**config.mk**
```make
export PLATFORM = sky130hd
export DESIGN_NAME = poly_mod_sub
export DESIGN_NICKNAME = d
export VERILOG_FILES = /design/src/rtl/poly_mod_sub.sv
export SDC_FILE = /design/constraint.sdc
export NUM_CORES = 1
export LEC_CHECK = 0
export ABC_CLOCK_PERIOD_IN_PS = 4700
export CORE_MARGIN = 2
export CORE_UTILIZATION = 46
export CTS_CLUSTER_DIAMETER = 200
export DETAILED_ROUTE_END_ITERATION = 7
export GPL_ROUTABILITY_DRIVEN = 0
export PLACE_DENSITY = 0.85
export SLEW_MARGIN = 20
export SYNTH_ARGS = -nofsm -noshare
export SYNTH_HDL_FRONTEND = slang
export SYNTH_SLANG_ARGS = --single-unit
```
**constraint.sdc**
```tcl
create_clock -name clk -period 4.7 [get_ports clk]
set_input_delay 0.705 -clock clk [delete_from_list [all_inputs] [get_ports clk]]
set_output_delay 0.705 -clock clk [all_outputs]
set_load 0.1 [all_outputs]
```
**src/rtl/poly_mod_sub.sv**
```systemverilog
// Modular subtractor for ML-KEM coefficients: (op1 - op2) mod Q, combinational
// result plus a one-cycle registered copy qualified by a valid flag.
module poly_mod_sub #(
  parameter int WIDTH = 12,
  parameter int Q     = 3329
) (
  input  logic             clk,
  input  logic             rst,
  input  logic [WIDTH-1:0] op1_i,
  input  logic [WIDTH-1:0] op2_i,
  input  logic             valid_i,
  output logic [WIDTH-1:0] result_o,
  output logic [WIDTH-1:0] result_q_o,
  output logic             valid_o
);

  localparam logic [WIDTH-1:0] Q_W = WIDTH'(Q);

  logic [WIDTH:0]   diff;
  logic [WIDTH-1:0] wrapped;

  // The extra MSB of diff is the borrow; adding Q modulo 2^WIDTH folds a
  // negative difference back into [0, Q-1] for in-range operands.
  always_comb begin
    diff     = {1'b0, op1_i} - {1'b0, op2_i};
    wrapped  = diff[WIDTH-1:0] + Q_W;
    result_o = diff[WIDTH] ? wrapped : diff[WIDTH-1:0];
  end

  always_ff @(posedge clk) begin
    if (rst) begin
      result_q_o <= '0;
      valid_o    <= 1'b0;
    end else begin
      valid_o <= valid_i;
      if (valid_i) begin
        result_q_o <= result_o;
      end
    end
  end

endmodule

```
Yosys cells after proc, flatten, opt, wreduce, memory -nomap -nowiden
Index checks and enable logic that the tools add are counted.

storage, ports and cells
  register bits after elaboration = 13
  latch bits = 0
  memory bits (writable) = 0
  ROM bits = 0
  output and inout port bits = 25
  memories = 0

cells by class
  $add $sub $neg = 2
  $mul = 0
  divide/modulo/power cells = 0
  magnitude comparators = 0
  equality and inequality tests = 0
  shifts and indexed selects = 0
  muxes and demuxes = 1
  bitwise logic cells = 0
  reduce and logical (&&, ||, !) cells = 0

operators with widths
  operator                  count
  $sub A12 B12 Y13          1
  $add A12 B12 Y12 const B  1
  $mux W12                  1

Logic depth before layout (Yosys ltp)
  depth after elaboration = 3
  mapped depth = 11

Worst setup path before layout
OpenSTA, ideal clock, no wires.

  path type = input to output
  start = in op1_i[0]
  end = out result_o[11]
  arrival = 4.312 ns
  slack = -0.317 ns
  cell stages on the path = 11
  path buffers = 0
  path through = inv_1 ha_1 inv_1 fa_1 a21o_2 a21oi_1 xnor2_1 or3_4 o41a_1 o21a_1 xor2_1

on the way
  cells in the longest elaborated chain, start to end = 3

RTL lines
  element             RTL line  text
  from (decl)         9         input logic [WIDTH-1:0] op1_i,
  $sub A12 B12 Y13 *  25        diff = {1'b0, op1_i} - {1'b0, op2_i};
  $add A12 B12 Y12    26        wrapped = diff[WIDTH-1:0] + Q_W;
  $mux W12 *          27        result_o = diff[WIDTH] ? wrapped : diff[WIDTH-1:0];
  to (decl)           12        output logic [WIDTH-1:0] result_o,

Every way passes the cells marked *; elsewhere a longest branch is shown, timed or not.

Worst setup path in the final report
  start = in op2_i[0]
  end = out result_o[7]

on the way
  cells in the longest elaborated chain, start to end = 3

RTL lines
  element             RTL line  text
  from (decl)         10        input logic [WIDTH-1:0] op2_i,
  $sub A12 B12 Y13 *  25
  $add A12 B12 Y12    26
  $mux W12 *          27

Marks and branches as above.

==> run metrics <==
Yosys top cell area share=16.67%; most common cell after layout, fill and taps aside=clkdlybuf4s50_1; Final #Nets=299; clock-pin slew on the worst setup and hold paths=80 ps; Fmax achieved=220.9 MHz; Routed WL=3.597 mm; FF-to-FF path depth=2; final setup margin=173.6 ps; crit path launch=op2_i[0]; pre-CTS WS=109.5 ps; via density per instance=5.531; initial core utilization=47.17%; Pleak=0.0009770 uW; Clock Tree Root=clkbuf_4; Buf/Inv on CP=3; total power=972.4 uW; full die area=3876 um^2; critical path endpoint=result_o[7]; hold crit path type=register to register; R2R Path Start=result_q_o[10]$_SDFFE_PP0P_; Max-Slew Margin vs Limit=34.67%; Post-synth ARST share=0%; xor/xnor share of the synthesized area=8.974%; Max Clock Skew=0 ps; final core utilization=69.20%; status=complete, no violations; Pwr per Cell Area=424.4 nW/um^2; ys flop type=dfxtp_1; Mapped Nets=250; number of global-route vias before repair=1,504; Worst Path Class, Setup=input port to output pin; Ant. Diodes=0; Post-Synth Simple-Gate Area=23.72%; max incr delay on CP=530 ps; Post-Synth Adder-Cell Area=11.70%; largest family of logic cells by synthesized area=compound AO/OA/AOI/OAI gates; commonest non-fill, non-tap cells in the layout=clkdlybuf4s50_1 (39), nor2_1 (24), inv_1 (23), ha_1 (13), dfxtp_1 (13); Synth Area in Compound Gates=27.96%; std cell rows=21; # IOs=52; maxcap violations=0; total number of yosys warnings=0; largest net degree at the start of global routing=20; Crit path required time=3990 ps; Syn Inst Count=209; Final Critical Period=4526 ps; Final Hold Viols=0; Final setup viols=0; first-pass GRT wire length=6.396 mm; Final Cycle Share=96.31%; antenna violations before repair=0; H-tree levels=1; Max FO, Critical Path=4; cell taking the most area after synthesis=dfxtp_1; Detail Route Antenna Nets=0; Initial DRT Pass Iterations=5; Detailed Route Iter0 Violations=66; register-to-register setup slack=3850 ps; dpl hpwl=3.047 mm; Synth Register Bits=13; Worst Tran Pin Value=976.9 ps; Yosys cell types=56; clk buf depth=2; Stages on worst setup path=11; input/output buffers=51; sequential area share after synthesis=16.67%; share of cells above drive strength 1=14.01%; Vias=1,676; Crit path max-delay family=compound AO/OA/AOI/OAI gates; Hold Slack=473.4 ps; Critical Path Source Type=input port; EDFF count, synth=0; Area contributors post-synth=dfxtp_1 (17%), ha_1 (10%), nor2_1 (5.8%); nature of the critical path endpoint=output pin; Die Y=62.26 um; RSZ-0062 raised after global routing=false; post-synthesis mux area share=3.285%; Slew Viols, Final=0; clk_lat worst skew=280 ps; wire per inst=11.87 um; GRT Util Overall=19.63%; Arrival @ worst endpoint=3820 ps; cts bufs inserted=3; grt total ovfl=0; CTS tree=yes; clk sinks=13; Avg Inst Size Synth=7.471 um^2; peak supply drop=0.1276 mV; setup TNS=0 ps; die width=62.26 um; Placeable Area=3311 um^2; P&R area growth vs syn=46.71%; post-CTS setup buffers=0; RR Endpoint=result_q_o[10]$_SDFFE_PP0P_; Syn Std Cell Area=1561 um^2; CP max-delay cell=or4_1; Layout fillers=274; critical-path cell list=clkdlybuf4s50_1 -> ha_1 -> inv_1 -> fa_1 -> a21o_2 -> a221o_2 -> a31oi_1 -> nand3b_1 -> or4_1 -> and2_1 -> buf_12; DRC errors left=0
-- worst min-delay path, delay by kind of cell, from the launching register on --
kind            cells  cell delay (ps)
compound gates      1               60
simple gates        1               60
flops               1              310
-- cell usage after synthesis (2+ instances only) --
| master | number |
|---|---|
| a211oi_1 | 3 |
| a21o_1 | 3 |
| a21oi_1 | 11 |
| a311oi_1 | 2 |
| a31oi_1 | 4 |
| and2_1 | 2 |
| clkbuf_1 | 8 |
| dfxtp_1 | 13 |
| ha_1 | 13 |
| inv_1 | 23 |
| mux2i_1 | 4 |
| nand2_1 | 8 |
| nand2b_1 | 4 |
| nand3_1 | 9 |
| nand3b_1 | 3 |
| nor2_1 | 24 |
| nor2b_1 | 3 |
| nor3_1 | 5 |
| o211a_1 | 2 |
| o21a_1 | 2 |
| o21ai_0 | 7 |
| o22ai_1 | 2 |
| o41a_1 | 2 |
| or2_2 | 3 |
| or3_1 | 4 |
| xnor2_1 | 10 |
| xor2_1 | 6 |
-- per-stage QoR --
stage | std cells | instance area (um^2)
after global routing | 303 | 2291
after global placement | 299 | 2261
after CTS | 303 | 2287
after detailed placement | 299 | 2261
after floorplan | 209 | 1592
final | 303 | 2291
-- worst min path at each step --
stage | startpoint | slack, ps | to | depth (start not counted)
after global placement | result_q_o[5]$_SDFFE_PP0P_ | 450 | result_q_o[5]$_SDFFE_PP0P_ | 2
after CTS | result_q_o[7]$_SDFFE_PP0P_ | 470 | result_q_o[7]$_SDFFE_PP0P_ | 2
after global routing | result_q_o[7]$_SDFFE_PP0P_ | 500 | result_q_o[7]$_SDFFE_PP0P_ | 2
after floorplan | rst | 780 | result_q_o[8]$_SDFFE_PP0P_ | 1
final | result_q_o[7]$_SDFFE_PP0P_ | 470 | result_q_o[7]$_SDFFE_PP0P_ | 2
after detailed placement | result_q_o[7]$_SDFFE_PP0P_ | 460 | result_q_o[7]$_SDFFE_PP0P_ | 2
-- registers in the layout, indices dropped and copies added (netlist names) --
| name | flops |
|---|---|
| result_q_o | 12 |
| valid_o | 1 |
-- layout make-up --
type / instances / area (um^2) / area share (%)
clock buffer: 4 / 26.28 / 1.147
tap: 46 / 57.56 / 2.512
timing repair buffer: 53 / 645.6 / 28.18
inverter: 23 / 86.33 / 3.768
sequential: 13 / 260.3 / 11.36
multi-input combinational: 164 / 1215 / 53.03
-- logic make-up after synthesis --
logic type / after synthesis
fa+ha+maj: 14
xor+xnor: 16
mux: 5
simple gates: 72
buf+inv: 32
flops: 13
compound gates: 57
-- power by group --
part,switching [uW],internal [uW],total [uW]
clock network,37.4,33.0,70.5
registers,6.29,123,130
logic,511,262,772
total,554,418,972
-- timing repair --
| action | CTS | global route |
|---|---|---|
| gates resized for setup | 0 | 1 |
| hold endpoints to repair | 0 | 0 |
| hold buffers | 0 | 0 |
| endpoints found under the setup margin | 0 | 1 |
-- routing by layer --
metal | vias up | share of wire, % | GRT usage, %
li1 | 844 | - | -
met1 | 766 | 44 | 23.71
met2 | 61 | 49 | 35.33
met3 | 5 | 5.3 | 1.993
met4 | 0 | 1.7 | 8.333
met5 | - | 0 | 0
No activity file was read; power rests on OpenSTA's default activity.
